===== src/rtl/bird_motion_ctrl.sv =====
// bird_motion_ctrl
// Per-frame bird motion sequencer. It owns the tap-time counter that drives the
// external displacement lookup, and it latches the launch height on each flap.
// It integrates the returned signed displacement into a clamped screen row. It
// also runs the IDLE/PLAY/FALL/DEAD life-cycle FSM.
//
// Ports:
//   clk             system clock
//   rst_n           asynchronous active-low reset
//   i_frame_tick    one-cycle pulse per video frame
//   i_flap          one-cycle debounced button pulse
//   i_start         one-cycle start/restart pulse
//   i_pipe_hit      collision level from the pipe detector
//   i_bird_go_up    signed displacement from the lookup (up = positive)
//   o_bird_tap_time frames since the last flap; feeds the lookup
//   o_bird_y        registered bird screen row (0 = top)
//   o_game_state    0 IDLE, 1 PLAY, 2 FALL, 3 DEAD
//   o_dead_pulse    one-cycle pulse on entry to DEAD
module bird_motion_ctrl #(
    parameter int unsigned START_Y  = 200,
    parameter int unsigned GROUND_Y = 400,
    parameter int unsigned CEIL_Y   = 0,
    parameter int unsigned TAP_MAX  = 127
) (
    input  logic               clk,
    input  logic               rst_n,
    input  logic               i_frame_tick,
    input  logic               i_flap,
    input  logic               i_start,
    input  logic               i_pipe_hit,
    input  logic signed [12:0] i_bird_go_up,
    output logic        [12:0] o_bird_tap_time,
    output logic        [9:0]  o_bird_y,
    output logic        [1:0]  o_game_state,
    output logic               o_dead_pulse
);

    typedef enum logic [1:0] {
        StIdle = 2'd0,
        StPlay = 2'd1,
        StFall = 2'd2,
        StDead = 2'd3
    } state_e;

    localparam logic        [9:0]  START_Y_V  = 10'(START_Y);
    localparam logic        [9:0]  GROUND_Y_V = 10'(GROUND_Y);
    localparam logic signed [13:0] CEIL_S     = 14'(CEIL_Y);
    localparam logic signed [13:0] GROUND_S   = 14'(GROUND_Y);
    localparam logic        [12:0] TAP_MAX_V  = 13'(TAP_MAX);

    state_e             r_state,      w_state_nxt;
    logic        [12:0] r_tap,        w_tap_nxt;
    logic        [9:0]  r_base_y,     w_base_y_nxt;
    logic        [9:0]  r_bird_y,     w_bird_y_nxt;
    logic               r_flap_pend,  w_flap_pend_nxt;
    logic               r_dead_pulse, w_dead_pulse_nxt;

    logic               w_ground;
    logic               w_pend_eff;
    logic        [12:0] w_tap_inc;
    logic signed [13:0] w_y_next;
    logic        [9:0]  w_y_clamped;

    // Ground is judged on the registered row, so death lands one cycle later.
    assign w_ground   = ((r_state == StPlay) || (r_state == StFall)) && (r_bird_y == GROUND_Y_V);
    // A flap arriving on the same cycle as the tick is consumed by that tick.
    assign w_pend_eff = r_flap_pend | i_flap;
    assign w_tap_inc  = (r_tap >= TAP_MAX_V) ? TAP_MAX_V : r_tap + 13'd1;
    assign w_y_next   = $signed({4'b0000, r_base_y}) - $signed({i_bird_go_up[12], i_bird_go_up});

    always_comb begin
        w_y_clamped = w_y_next[9:0];
        if (w_y_next < CEIL_S) begin
            w_y_clamped = CEIL_S[9:0];
        end else if (w_y_next > GROUND_S) begin
            w_y_clamped = GROUND_Y_V;
        end
    end

    // State register
    always_ff @(posedge clk or negedge rst_n) begin
        if (!rst_n) begin
            r_state <= StIdle;
        end else begin
            r_state <= w_state_nxt;
        end
    end

    // Next-state logic; ground takes priority over pipe_hit.
    always_comb begin
        w_state_nxt = r_state;
        unique case (r_state)
            StIdle: if (i_start) w_state_nxt = StPlay;
            StPlay: begin
                if (w_ground) begin
                    w_state_nxt = StDead;
                end else if (i_frame_tick && i_pipe_hit) begin
                    w_state_nxt = StFall;
                end
            end
            StFall: if (w_ground) w_state_nxt = StDead;
            StDead: if (i_start) w_state_nxt = StIdle;
            default: w_state_nxt = StIdle;
        endcase
    end

    // Output / datapath next values
    always_comb begin
        w_tap_nxt        = r_tap;
        w_base_y_nxt     = r_base_y;
        w_bird_y_nxt     = r_bird_y;
        w_flap_pend_nxt  = 1'b0;
        w_dead_pulse_nxt = (w_state_nxt == StDead) && (r_state != StDead);
        unique case (r_state)
            StIdle: begin
                w_tap_nxt       = 13'd0;
                w_base_y_nxt    = START_Y_V;
                w_bird_y_nxt    = START_Y_V;
                // Start arms a flap so the first tick launches the bird.
                w_flap_pend_nxt = i_start;
            end
            StPlay: begin
                if (!w_ground) begin
                    w_bird_y_nxt    = w_y_clamped;
                    w_flap_pend_nxt = w_pend_eff;
                    if (i_frame_tick) begin
                        w_flap_pend_nxt = 1'b0;
                        if (i_pipe_hit) begin
                            w_tap_nxt = w_tap_inc;
                        end else if (w_pend_eff) begin
                            w_base_y_nxt = r_bird_y;
                            w_tap_nxt    = 13'd1;
                        end else begin
                            w_tap_nxt = w_tap_inc;
                        end
                    end
                end
            end
            StFall: begin
                if (!w_ground) begin
                    w_bird_y_nxt = w_y_clamped;
                    if (i_frame_tick) w_tap_nxt = w_tap_inc;
                end
            end
            StDead: begin
                if (i_start) begin
                    w_tap_nxt    = 13'd0;
                    w_base_y_nxt = START_Y_V;
                    w_bird_y_nxt = START_Y_V;
                end
            end
            default: ;
        endcase
    end

    always_ff @(posedge clk or negedge rst_n) begin
        if (!rst_n) begin
            r_tap        <= 13'd0;
            r_base_y     <= START_Y_V;
            r_bird_y     <= START_Y_V;
            r_flap_pend  <= 1'b0;
            r_dead_pulse <= 1'b0;
        end else begin
            r_tap        <= w_tap_nxt;
            r_base_y     <= w_base_y_nxt;
            r_bird_y     <= w_bird_y_nxt;
            r_flap_pend  <= w_flap_pend_nxt;
            r_dead_pulse <= w_dead_pulse_nxt;
        end
    end

    assign o_bird_tap_time = r_tap;
    assign o_bird_y        = r_bird_y;
    assign o_game_state    = r_state;
    assign o_dead_pulse    = r_dead_pulse;

endmodule


===== config.mk =====
export PLATFORM = sky130hd
export DESIGN_NAME = bird_motion_ctrl
export DESIGN_NICKNAME = d
export VERILOG_FILES = /design/src/rtl/bird_motion_ctrl.sv
export SDC_FILE = /design/constraint.sdc
export NUM_CORES = 1
export LEC_CHECK = 0
export BUFFER_PORTS_ARGS = -buffer_cell sky130_fd_sc_hd__buf_2
export CORE_UTILIZATION = 50
export CTS_BUF_LIST = sky130_fd_sc_hd__clkbuf_4 sky130_fd_sc_hd__clkbuf_8 sky130_fd_sc_hd__clkbuf_16
export DETAILED_ROUTE_END_ITERATION = 6
export GPL_TIMING_DRIVEN = 1
export PLACE_DENSITY = 0.73
export SLEW_MARGIN = 20
export SYNTH_ARGS = -nofsm -noshare
export SYNTH_HDL_FRONTEND = slang
export SYNTH_SLANG_ARGS = --single-unit

===== constraint.sdc =====
create_clock -name clk -period 4.1 [get_ports clk]
set_input_delay 0.41 -clock clk [delete_from_list [all_inputs] [get_ports clk]]
set_output_delay 0.41 -clock clk [all_outputs]
set_load 0.01 [all_outputs]

==> impl_metrics.env, run 1 <==
export IMPL_fmax_mhz=342
export IMPL_min_period_over_period_pct=71.4
export IMPL_initial_utilization_pct=53.3
export IMPL_max_slew_margin_pct=44.6
export IMPL_synth_ff_type="dfrtp_1"
export IMPL_routed_wl_um=5460
export IMPL_required_ns=4.29
export IMPL_cp_depth=8
export IMPL_r2r_end="o_bird_y[4]$_DFFE_PN0P_"
export IMPL_cts_buffer_depth=2
export IMPL_postLayoutCoreUtil_pct=62.2
export IMPL_critPathCaptureType="register"
export IMPL_cp_cell_sequence="ha_1, nor2b_1, o31a_1, o21a_1, or3_1, a221o_1, a311o_1, a221o_1"
export IMPL_fp_row_count=24
export IMPL_layout_commonest_cell="buf_2"
export IMPL_antenna_found_initial=0
export IMPL_syn_instance_count=281
export IMPL_setup_slack_ns=1.17
export IMPL_multi_input_area_um2=1360
export IMPL_fin_area_um2=2780
export IMPL_pwr_share_comb_pct=43.9
export IMPL_final_cell_mix="buf_2, nand2_1, dfrtp_1, o21ai_0, a21oi_1"
export IMPL_synth_cell_types=48
export IMPL_fillers=424
export IMPL_crit_top_cell="a221o_1"
export IMPL_syn_area_per_cell_um2=8.49
export IMPL_grt_pass1_wl_um=9250
export IMPL_num_antenna_cells=0
export IMPL_power_frac_clock_pct=23.8
export IMPL_cts_hold_buffers_added=0
export IMPL_arrival_ns=3.11
export IMPL_cts_resized=0
export IMPL_globalplace_congestion=0.878
export IMPL_syn_num_nets=317
export IMPL_overflow=0
export IMPL_die_area_um2=5050
export IMPL_status="finished with violations"
export IMPL_timing_rr_start="r_base_y[1]$_DFFE_PN0P_"
export IMPL_clock_latency_ns=0.30
export IMPL_violations="design-rule violations"
export IMPL_slew_violations=0
export IMPL_startpoint_type="register"
export IMPL_p_per_area_nw_per_um2=584
export IMPL_crit_fanout=7
export IMPL_p_sw_mw=0.649
export IMPL_min_path_type="input pin to async pin"
export IMPL_synth_area_leaders="dfrtp_1, ha_1, dfstp_2"
export IMPL_critPathSlowestCell="a311o_1"
export IMPL_drtPass1Iterations=6
export IMPL_cts_tree="built"
export IMPL_grt_max_degree=38
export IMPL_ff_latch_area_um2=933
export IMPL_layout_drive_gt1_share_pct=18.4
export IMPL_vias_per_cell=5.79
export IMPL_grtUsageTotal_pct=23.5
export IMPL_cts_made_buffers=5
export IMPL_internal_power_mw=0.977
export IMPL_finClkSkew_ns=0.00946
export IMPL_async_reset_ff_share_pct=100
export IMPL_area_delta_synth_final_pct=16.6
export IMPL_drv_cap=0
export IMPL_worstMarginPinSlew_ns=0.830
export IMPL_hpwl_um=4020
export IMPL_die_width_um=71.1
export IMPL_synth_seq_cells=37
export IMPL_synth_area_um2=2390
export IMPL_rsz0062_at_grt="false"
export IMPL_crit_type="register to register"
export IMPL_post_route_min_period_ns=2.93
export IMPL_ant_nets=0
export IMPL_cts_sinks=37
export IMPL_setup_tns_ns=0
export IMPL_seqPwrFrac_pct=32.3
export IMPL_cts_setup_buffers=0
export IMPL_io_pins=45
export IMPL_chipHeight_um=71.1
export IMPL_synth_edf_count=0
export IMPL_wl_per_cell_um=14.5
export IMPL_total_power_mw=1.63
export IMPL_drtIter0Drc=169
export IMPL_yosysTopAreaCell="dfrtp_1"
export IMPL_hold_violations=0
export IMPL_placed_area_um2=2650
export IMPL_p_leak_nw=1.40
export IMPL_cpPeakStageDelay_ns=0.44
export IMPL_path_clk_slew_ns=0.08
export IMPL_ys_warnings_count=0
export IMPL_rr_worst_depth=8
export IMPL_post_place_ws_ns=1.04
export IMPL_peakVddDrop_mv=0.365
export IMPL_path_delay_family="compound AO/OA/AOI/OAI gates"
export IMPL_cts_root_buf="clkbuf_8"
export IMPL_io_buffers=44
export IMPL_grt_pass1_vias=1917
export IMPL_nets=361
export IMPL_core_area_um2=4470
export IMPL_cp_num_buf_inv=0
export IMPL_switching_share_pct=39.9
export IMPL_setup_viol=0
export IMPL_ys_seq_area_share_pct=39.1
export IMPL_num_vias=2187
export IMPL_r2r_setup_slack_ns=1.17
export IMPL_drc=12
export IMPL_synth_top_area_share_pct=32.5
export IMPL_ctsHtreeMaxLevel=2
==> Yosys cell counts (2+ instances only) <==
| cell | n |
|---|---|
| nor2b_1 | 8 |
| nand3_1 | 10 |
| dfstp_2 | 6 |
| a21oi_1 | 22 |
| a31oi_1 | 6 |
| o31a_1 | 4 |
| nand2_1 | 40 |
| and2_1 | 4 |
| nor3b_1 | 3 |
| o32ai_1 | 2 |
| o31ai_1 | 4 |
| o2111ai_1 | 2 |
| xnor2_1 | 5 |
| o21a_1 | 3 |
| nand4_1 | 4 |
| nand2b_1 | 2 |
| and3_1 | 6 |
| a221o_1 | 2 |
| o22ai_1 | 2 |
| nor2_1 | 18 |
| dfrtp_1 | 31 |
| clkbuf_1 | 7 |
| inv_1 | 19 |
| ha_1 | 16 |
| nor3_1 | 4 |
| o22a_1 | 2 |
| o21ai_0 | 25 |
| a21o_1 | 3 |
| or3_1 | 2 |
==> power groups by stage <==
stage               clock [mW]  sequential [mW]  combinational [mW]
global route             0.408            0.534               0.815
detailed placement           0            0.531               0.703
floorplan                    0            0.532               0.511
finish                   0.387            0.525               0.714
CTS                      0.396            0.525               0.710
global placement             0            0.529               0.702
==> worst max path at each step <==
stage,slack [ns],startpoint,to
after floorplan,1.27,i_bird_go_up[1],o_bird_y[4]$_DFFE_PN0P_
final,1.17,r_base_y[1]$_DFFE_PN0P_,o_bird_y[4]$_DFFE_PN0P_
after CTS,1.17,r_base_y[1]$_DFFE_PN0P_,o_bird_y[4]$_DFFE_PN0P_
after global placement,1.09,i_bird_go_up[1],o_bird_y[4]$_DFFE_PN0P_
after global routing,1.00,r_base_y[0]$_DFFE_PN0P_,o_bird_y[4]$_DFFE_PN0P_
after detailed placement,1.04,i_bird_go_up[1],o_bird_y[4]$_DFFE_PN0P_
==> per-stage QoR <==
stage	instances	hold slack [ns]
finish	378	0.205
global route	378	0.275
CTS	378	0.238
detailed placement	370	0.474
global placement	370	0.466
floorplan	281	0.114
==> sequential cells by signal, indices dropped and copies added (netlist names) <==
name / count
o_bird_tap_time: 13
r_base_y: 10
o_game_state: 2
o_dead_pulse: 1
o_bird_y: 10
r_flap_pend: 1
==> logic make-up after synthesis <==
group | share of synthesized area (%)
xor gates and xnor gates | 2.20
adders and majority gates | 9.23
DFF | 39.1
AOI/OAI and AO/OA | 23.2
buffers and inverters | 4.09
and+or+nand+nor | 22.2
==> per-layer routing <==
layer  track usage [%]  share of wire [%]
met5                 0                  0
met4              9.33                1.3
met3              3.99                4.8
met2              33.1                 44
met1              35.7                 50
==> final cells by class <==
type                    instances  area share (%)
inverters                      19            2.56
flip-flops and latches         37            33.5
clock buffers                   5            2.47
clock inverters                 3            2.47
repair buffers                 44            7.91
well taps                      52            2.34
multi-input cells             218            48.7
Note: power is estimated with default switching activity, not from simulation.
==> run 2: changes to the inputs <==
--- a/config.mk
+++ b/config.mk
@@ -10,7 +10,7 @@
 export CTS_BUF_LIST = sky130_fd_sc_hd__clkbuf_4 sky130_fd_sc_hd__clkbuf_8 sky130_fd_sc_hd__clkbuf_16
 export DETAILED_ROUTE_END_ITERATION = 6
 export GPL_TIMING_DRIVEN = 1
-export PLACE_DENSITY = 0.73
+export PLACE_DENSITY = 0.76
 export SLEW_MARGIN = 20
 export SYNTH_ARGS = -nofsm -noshare
 export SYNTH_HDL_FRONTEND = slang
==> constraint.sdc (replaced) <==
create_clock -name clk -period 2.4 [get_ports clk]
set_input_delay 0.24 -clock clk [delete_from_list [all_inputs] [get_ports clk]]
set_output_delay 0.24 -clock clk [all_outputs]
set_load 0.01 [all_outputs]
==> run 2 against run 1 <==
  * Hold slack lost 0.16 ns
  * The flow finishes with violations (design-rule violations, negative setup slack)
  * Power grew 86%
  * Via count grew 9.6%
  * Routed wire length grew 14%
  * Design area grew 12%
  * Sequential power grew 72%
  * First-iteration DRC count shrank 23%
  * Critical path depth is the same
  * Sequential cell count is the same
  * Critical endpoint unchanged
  * Largest power group unchanged
==> impl_metrics.env, run 2 (synthesized netlist as in run 1, its figures left out) <==
export IMPL_cts_tree="built"
export IMPL_cp_cell_sequence="ha_1, nor2b_4, o31a_1, o21a_1, or3_4, a221o_1, a311o_1, a221o_1"
export IMPL_io_buffers=44
export IMPL_worstMarginPinSlew_ns=0.834
export IMPL_layout_commonest_cell="buf_2"
export IMPL_arrival_ns=2.87
export IMPL_hold_violations=0
export IMPL_cts_hold_buffers_added=0
export IMPL_num_antenna_cells=0
export IMPL_postLayoutCoreUtil_pct=70.0
export IMPL_drtPass1Iterations=6
export IMPL_io_pins=45
export IMPL_setup_viol=7
export IMPL_grt_max_degree=38
export IMPL_setup_tns_ns=-1.43
export IMPL_rsz0062_at_grt="true"
export IMPL_crit_fanout=6
export IMPL_cpPeakStageDelay_ns=0.38
export IMPL_drv_cap=0
export IMPL_min_period_over_period_pct=112
export IMPL_routed_wl_um=6220
export IMPL_violations="design-rule violations, negative setup slack"
export IMPL_clock_latency_ns=0.29
export IMPL_critPathCaptureType="register"
export IMPL_ant_nets=0
export IMPL_p_leak_nw=1.59
export IMPL_required_ns=2.58
export IMPL_vias_per_cell=5.76
export IMPL_status="finished with violations"
export IMPL_wl_per_cell_um=15.0
export IMPL_core_area_um2=4470
export IMPL_max_slew_margin_pct=44.4
export IMPL_startpoint_type="register"
export IMPL_p_per_area_nw_per_um2=964
export IMPL_total_power_mw=3.02
export IMPL_die_width_um=71.1
export IMPL_nets=399
export IMPL_slew_violations=0
export IMPL_path_clk_slew_ns=0.08
export IMPL_min_path_type="input pin to async pin"
export IMPL_crit_top_cell="a221o_1"
export IMPL_die_area_um2=5050
export IMPL_cts_buffer_depth=2
export IMPL_overflow=0
export IMPL_ctsHtreeMaxLevel=2
export IMPL_globalplace_congestion=0.896
export IMPL_peakVddDrop_mv=0.572
export IMPL_cts_root_buf="clkbuf_8"
export IMPL_antenna_found_initial=0
export IMPL_area_delta_synth_final_pct=31.2
export IMPL_fmax_mhz=371
export IMPL_layout_drive_gt1_share_pct=31.9
export IMPL_cts_made_buffers=5
export IMPL_final_cell_mix="buf_2, nand2_1, buf_4, dfrtp_1, o21ai_0"
export IMPL_rr_worst_depth=8
export IMPL_chipHeight_um=71.1
export IMPL_drc=3
export IMPL_drtIter0Drc=130
export IMPL_largest_reg_flops=13
export IMPL_grt_pass1_wl_um=10200
export IMPL_grtUsageTotal_pct=25.8
export IMPL_fillers=359
export IMPL_cts_sinks=37
export IMPL_num_vias=2396
export IMPL_post_route_min_period_ns=2.69
export IMPL_r2r_setup_slack_ns=-0.29
export IMPL_critPathSlowestCell="dfrtp_1"
export IMPL_fp_row_count=24
export IMPL_crit_type="register to register"
export IMPL_timing_rr_start="r_base_y[1]$_DFFE_PN0P_"
export IMPL_grt_pass1_vias=2284
export IMPL_setup_slack_ns=-0.293
export IMPL_finClkSkew_ns=0.00843
export IMPL_hpwl_um=4560
export IMPL_initial_utilization_pct=53.3
export IMPL_r2r_end="o_bird_y[4]$_DFFE_PN0P_"
[run 2: metal layers]
| metal | vias up | track usage, % | wire, um |
|---|---|---|---|
| met2 | 83 | 44.1 | 3010 |
| met3 | 9 | 4.27 | 350 |
| li1 | 1177 | - | - |
| met1 | 1127 | 33.9 | 2780 |
| met5 | - | 0 | 0 |
| met4 | 0 | 7.33 | 76 |
[run 2: where the power goes]
group          switching [mW]  internal (mW)  leakage, nW
clock network           0.217          0.213       0.0484
logic                   0.910          0.776         1.05
registers               0.120          0.781        0.489
total                    1.25           1.77         1.59
[run 2: stage by stage]
stage,setup slack (ns),std cells,hold slack (ns),cell area [um^2]
detailed placement,-0.323,407,0.387,2960
global placement,-0.265,407,0.375,2960
CTS,-0.237,416,0.0778,3070
global route,-0.357,416,0.110,3130
floorplan,-0.269,281,-0.0556,2410
finish,-0.293,416,0.0470,3130
[run 2: critical path, delay by kind of cell (launching register included)]
kind	cells	cell delay (ns)
DFF	1	0.38
and+or+nand+nor	2	0.46
adders and majority gates	1	0.28
AOI/OAI and AO/OA	5	1.46
[run 2: area by class of cell]
type	instances	area, um^2	share of cell area (%)
Inverter	19	71.3	2.28
Clock inverter	2	10.0	0.320
Tap cell	52	65.1	2.08
Multi-Input combinational cell	218	1450	46.4
Timing Repair Buffer	82	522	16.7
Sequential cell	37	933	29.8
Clock buffer	6	76.3	2.44
[run 2: worst max path at each step]
stage,cells past startpoint,startpoint,end,slack [ns]
finish,8,r_base_y[1]$_DFFE_PN0P_,o_bird_y[4]$_DFFE_PN0P_,-0.29
global route,8,r_base_y[1]$_DFFE_PN0P_,o_bird_y[4]$_DFFE_PN0P_,-0.36
CTS,8,r_base_y[1]$_DFFE_PN0P_,o_bird_y[4]$_DFFE_PN0P_,-0.24
detailed placement,11,r_base_y[0]$_DFFE_PN0P_,o_bird_y[4]$_DFFE_PN0P_,-0.32
global placement,11,r_base_y[0]$_DFFE_PN0P_,o_bird_y[4]$_DFFE_PN0P_,-0.27
floorplan,11,r_base_y[0]$_DFFE_PN0P_,o_bird_y[4]$_DFFE_PN0P_,-0.27
[run 2: what timing repair did]
action	4_1_cts	5_1_grt
cloned	0	0
gates resized for setup	6	13
setup endpoints to repair	9	27
buffers inserted	1	0
pin swaps	11	7
